--- config.mk ---
export PLATFORM = sky130hd
export DESIGN_NAME = serial_subtractor
export DESIGN_NICKNAME = d
export VERILOG_FILES = /design/src/rtl/serial_subtractor.sv
export SDC_FILE = /design/constraint.sdc
export NUM_CORES = 1
export LEC_CHECK = 0
export CAP_MARGIN = 15
export CORE_MARGIN = 8
export CORE_UTILIZATION = 46
export CTS_BUF_LIST = sky130_fd_sc_hd__clkbuf_16
export DETAILED_ROUTE_END_ITERATION = 8
export PLACE_DENSITY = 0.76
export SETUP_SLACK_MARGIN = 0.2
export SKIP_LAST_GASP = 1
export SLEW_MARGIN = 20
export SYNTH_ARGS = -nofsm -noshare
export SYNTH_HDL_FRONTEND = slang
export SYNTH_SLANG_ARGS = --single-unit
--- constraint.sdc ---
create_clock -name clk -period 1.4 [get_ports clk]
set_input_delay 0.14 -clock clk [delete_from_list [all_inputs] [get_ports clk]]
set_output_delay 0.14 -clock clk [all_outputs]
set_load 0.005 [all_outputs]
--- src/rtl/serial_subtractor.sv ---
// serial_subtractor
//   Bit-serial, LSB-first subtractor producing a - b - bin over WIDTH clock
//   cycles. A single full-subtractor cell processes one bit per cycle. A
//   borrow flop carries the borrow from bit to bit.
//
// Ports
//   clk    : rising-edge clock
//   rst_n  : asynchronous active-low reset
//   start  : request; operands are sampled on the edge where start=1 and the
//            block is not busy (IDLE, or the DONE cycle)
//   a, b   : minuend / subtrahend, WIDTH bits, unsigned
//   bin    : borrow-in
//   busy   : high while a subtraction is in progress
//   done   : one-cycle completion pulse; diff/bout are valid from this cycle on
//   diff   : registered difference, a - b - bin mod 2^WIDTH
//   bout   : registered borrow-out (1 when a < b + bin, unsigned)
module serial_subtractor #(
  parameter int WIDTH = 4
) (
  input  logic             clk,
  input  logic             rst_n,
  input  logic             start,
  input  logic [WIDTH-1:0] a,
  input  logic [WIDTH-1:0] b,
  input  logic             bin,
  output logic             busy,
  output logic             done,
  output logic [WIDTH-1:0] diff,
  output logic             bout
);

  localparam int CW = $clog2(WIDTH);
  localparam logic [CW-1:0] LAST = CW'(WIDTH - 1);

  typedef enum logic [1:0] {
    S_IDLE,
    S_SHIFT,
    S_DONE
  } state_t;

  state_t           state;
  logic [WIDTH-1:0] sa;
  logic [WIDTH-1:0] sb;
  logic [WIDTH-1:0] sr;
  logic             br;
  logic [CW-1:0]    cnt;

  logic             d;
  logic             br_next;

  // Full-subtractor cell working on the current LSBs of the operand shifters.
  always_comb begin
    d       = sa[0] ^ sb[0] ^ br;
    br_next = (~sa[0] & sb[0]) | (~(sa[0] ^ sb[0]) & br);
  end

  // Control FSM and datapath registers. diff/bout are written only on the
  // completion edge. Partial results therefore never show on the outputs.
  always_ff @(posedge clk or negedge rst_n) begin
    if (!rst_n) begin
      state <= S_IDLE;
      sa    <= '0;
      sb    <= '0;
      sr    <= '0;
      br    <= 1'b0;
      cnt   <= '0;
      busy  <= 1'b0;
      done  <= 1'b0;
      diff  <= '0;
      bout  <= 1'b0;
    end else begin
      case (state)
        S_IDLE: begin
          done <= 1'b0;
          if (start) begin
            sa    <= a;
            sb    <= b;
            br    <= bin;
            sr    <= '0;
            cnt   <= '0;
            busy  <= 1'b1;
            state <= S_SHIFT;
          end
        end

        S_SHIFT: begin
          // start is deliberately ignored here; the request is not queued.
          sa  <= sa >> 1;
          sb  <= sb >> 1;
          br  <= br_next;
          sr  <= {d, sr[WIDTH-1:1]};
          cnt <= cnt + CW'(1);
          if (cnt == LAST) begin
            // The last bit is still in d, not yet in sr, so it is merged here.
            diff  <= {d, sr[WIDTH-1:1]};
            bout  <= br_next;
            busy  <= 1'b0;
            done  <= 1'b1;
            state <= S_DONE;
          end
        end

        S_DONE: begin
          // A start request in the done cycle chains directly into the next
          // operation. No IDLE cycle sits between the two operations.
          if (start) begin
            sa    <= a;
            sb    <= b;
            br    <= bin;
            sr    <= '0;
            cnt   <= '0;
            busy  <= 1'b1;
            done  <= 1'b0;
            state <= S_SHIFT;
          end else begin
            done  <= 1'b0;
            state <= S_IDLE;
          end
        end

        default: begin
          busy  <= 1'b0;
          done  <= 1'b0;
          state <= S_IDLE;
        end
      endcase
    end
  end

endmodule

==> results_dict.tcl <==
set metrics [dict create \
    final.setup_skew_ps 1.90 \
    avgRoutedWirePerCell_um 13.9 \
    p_leak_nw 0.713 \
    sequential_cell_area_fraction_in_the_yosys_report_pct 49.4 \
    avgViaCountPerCell 5.20 \
    cap_violations 0 \
    layout.core_utilization_pct 62.9 \
    placed_cell_area_um2 1390 \
    drv_slew 0 \
    r2r_slack_ps 20 \
    timing_hold_violations_final 0 \
    floorplan.io_pins 19 \
    pre_cts_slack_ps -2.32 \
    worstSetupEndpointType "flip-flop" \
    antenna_cell_count 0 \
    synthesis.area_per_instance_um2 11.5 \
    portBuffers 18 \
    status "finished, final reports clean" \
    slew_headroom_pct 80.4 \
    achievable-frequency_mhz 724 \
    final_period_minus_worst_setup_slack_ps 1380 \
    post-layout-total-power_mw 3.32 \
    worst-path-max-fanout 2 \
    synthDistinctLibCells 21 \
    timing_worst_setup_path_type "flip-flop to flip-flop" \
    drc_errors 0 \
    grt_util_all_layers_pct 11.1 \
    gp_congestion 0.693 \
    floorplan.rows 18 \
    required_ps 1540 \
    die_area_um2 4400 \
    tritoncts_num_sinks 23 \
    netlist_instances 101 \
    post-dp-hpwl_um 1440 \
    tritoncts_clock_tree "built" \
    type_of_element_launching_the_critical_path "flip-flop" \
    first_iter_violations 25 \
    vdd_ir_drop_max_v 0.00118 \
    wl_um 2210 \
    design.final.nets 144 \
    final_setup_violating_endpoints 0 \
    count_of_yosys_warnings_during_synthesis 0 \
    worst_slack_ps 18.3 \
    critical_path_arrival_ps 1530 \
    number_of_nets_in_the_synthesized_netlist 115 \
    grt_setup_unrepaired "true" \
    grt_antenna_before_repair 0 \
    drive_gt1_share_pct 22.5 \
    die_h_um 66.4 \
    finalNonFillerCells 159 \
    fin_hold_ws_ps 238 \
    core_area_um2 2430 \
    initial_core_util_pct 47.9 \
    clk_transition_reported_paths_ps 60 \
    tritoncts.num_buffers 3 \
    syn_to_final_growth_pct 31.2 \
    worst-slew-pin-transition_ps 293 \
    place.detailed.instances 147 \
    cellPowerDensity_nw_per_um2 2170 \
    dieWidth_um 66.4 \
    clk_path_buf_depth 2 \
    cts.root.buffer_cell "clkbuf_16" \
    layout.cell_area.non_filler_um2 1530 \
    pin_count_of_the_biggest_net_entering_global_routing 30 \
    final.period_utilization_pct 98.7 \
    ctsHtreeMaxLevel 1 \
    synth-seq-cells 23 \
    worst_skew_late_latency_ps 260 \
    drt-pass1-iter-count 4 \
    grt_pass1_wl_um 3820 \
    hold_path_class "input pin to async pin" \
    grt_remaining_overflow 0 \
    fillerInstances 216 \
    antenna_left 0 \
    vias 827 \
    tns_ps 0 \
    first_global_vias 846 \
    post_synth_instance_area_um2 1170 \
]
-- cells in the mapped netlist --
cell,n,area [um^2]
nand2_1,6,22.5
nor2b_1,7,43.8
fa_1,1,20.0
inv_1,3,11.3
a22o_1,2,17.5
nand2b_1,4,25.0
nand3b_4,1,20.0
ha_1,1,12.5
dfrtp_1,23,576
mux2_4,5,75.1
mux2i_1,8,80.1
buf_2,1,5.00
mux2_2,4,45.0
buf_4,3,22.5
buf_6,3,33.8
o21ai_1,1,5.00
o21ai_0,6,30.0
a211oi_1,7,52.6
a21oi_1,7,35.0
nor2_1,5,18.8
nand3_1,3,15.0
-- worst paths after layout --
| path | from | end | cells past startpoint |
|---|---|---|---|
| max reg2reg | br$_DFFE_PN0P_ | sr[3]$_DFFE_PN0P_ | 5 |
| max | br$_DFFE_PN0P_ | sr[3]$_DFFE_PN0P_ | 5 |
| min | rst_n | diff[0]$_DFFE_PN0P_ | 2 |
| max in group asynchronous | rst_n | state[1]$_DFFE_PN0P_ | 2 |
| min in group clk | bout$_DFFE_PN0P_ | bout$_DFFE_PN0P_ | 2 |
| min reg2reg | bout$_DFFE_PN0P_ | bout$_DFFE_PN0P_ | 2 |
-- layer usage --
metal / share of wire [%] / up-vias / track usage [%] / routed length [um]
li1: - / 406 / - / -
met1: 49 / 396 / 14.1 / 1080
met2: 46 / 20 / 16.5 / 1010
met3: 3.9 / 5 / 3.39 / 86
met4: 2.0 / 0 / 5.60 / 44
met5: 0 / - / 0 / 0
-- state kept, by name, summed over array words and instances, names as in the netlist --
register and count:
diff 4, sa 4, sb 4, sr 3
cnt 2, state 2, bout 1, br 1
busy 1, done 1
-- area by class of cell --
type	count	area, um^2	area share [%]
clock buffers	3	75.1	4.91
clock inverters	1	3.75	0.245
inverters	3	11.3	0.736
multi-input cells	68	534	34.9
flip-flops and latches	23	577	37.7
well taps	30	37.5	2.45
repair buffers	31	292	19.1
-- what timing repair did --
action,CTS,global route
hold buffers,0,0
setup endpoints to repair,16,8
gates resized for setup,11,0
pin swaps,5,2
setup buffers,5,3
-- critical path, stage by stage, from the launching register on --
cell and delay, ps:
dfrtp_1 400, inv_2 70, fa_1 420, mux2_4 270
nand2_1 50, o21ai_1 60
-- placed cells by master, fill, tap and decap left out --
cell             Yosys  layout
ha_4                 0       1
clkdlybuf4s50_1      0      11
mux2_4               5       6
mux2_2               4       3
nand2b_1             4       4
mux2i_1              8       8
nor2b_1              7       7
nand3b_4             1       1
a21oi_1              7       7
nor2_1               5       5
a211oi_1             7       7
dlygate4sd2_1        0       7
clkbuf_16            0       3
a22o_1               2       2
o21ai_0              6       5
buf_12               0       2
dfrtp_2              0       1
buf_4                3      10
dfrtp_1             23      22
nand2_1              6       6
inv_2                0       1
nand3_1              3       3
buf_2                1       1
fa_1                 1       1
o21ai_1              1       2
inv_1                3       3
-- cells by family after synthesis --
logic type               share of synthesized area (%)
adder cells (fa/ha/maj)                           2.79
flip-flops                                        49.4
AO/OA/AOI/OAI                                     12.0
AND/OR/NAND/NOR                                   12.4
buffers and inverters                             6.22
multiplexers                                      17.2
-- report_power, final --
part | internal, mW | switching (mW) | leakage, nW | total [mW]
registers | 0.975 | 0.235 | 0.282 | 1.21
clock network | 0.381 | 0.232 | 0.0423 | 0.613
logic | 0.901 | 0.591 | 0.389 | 1.49
No activity file was read; power rests on OpenSTA's default activity.
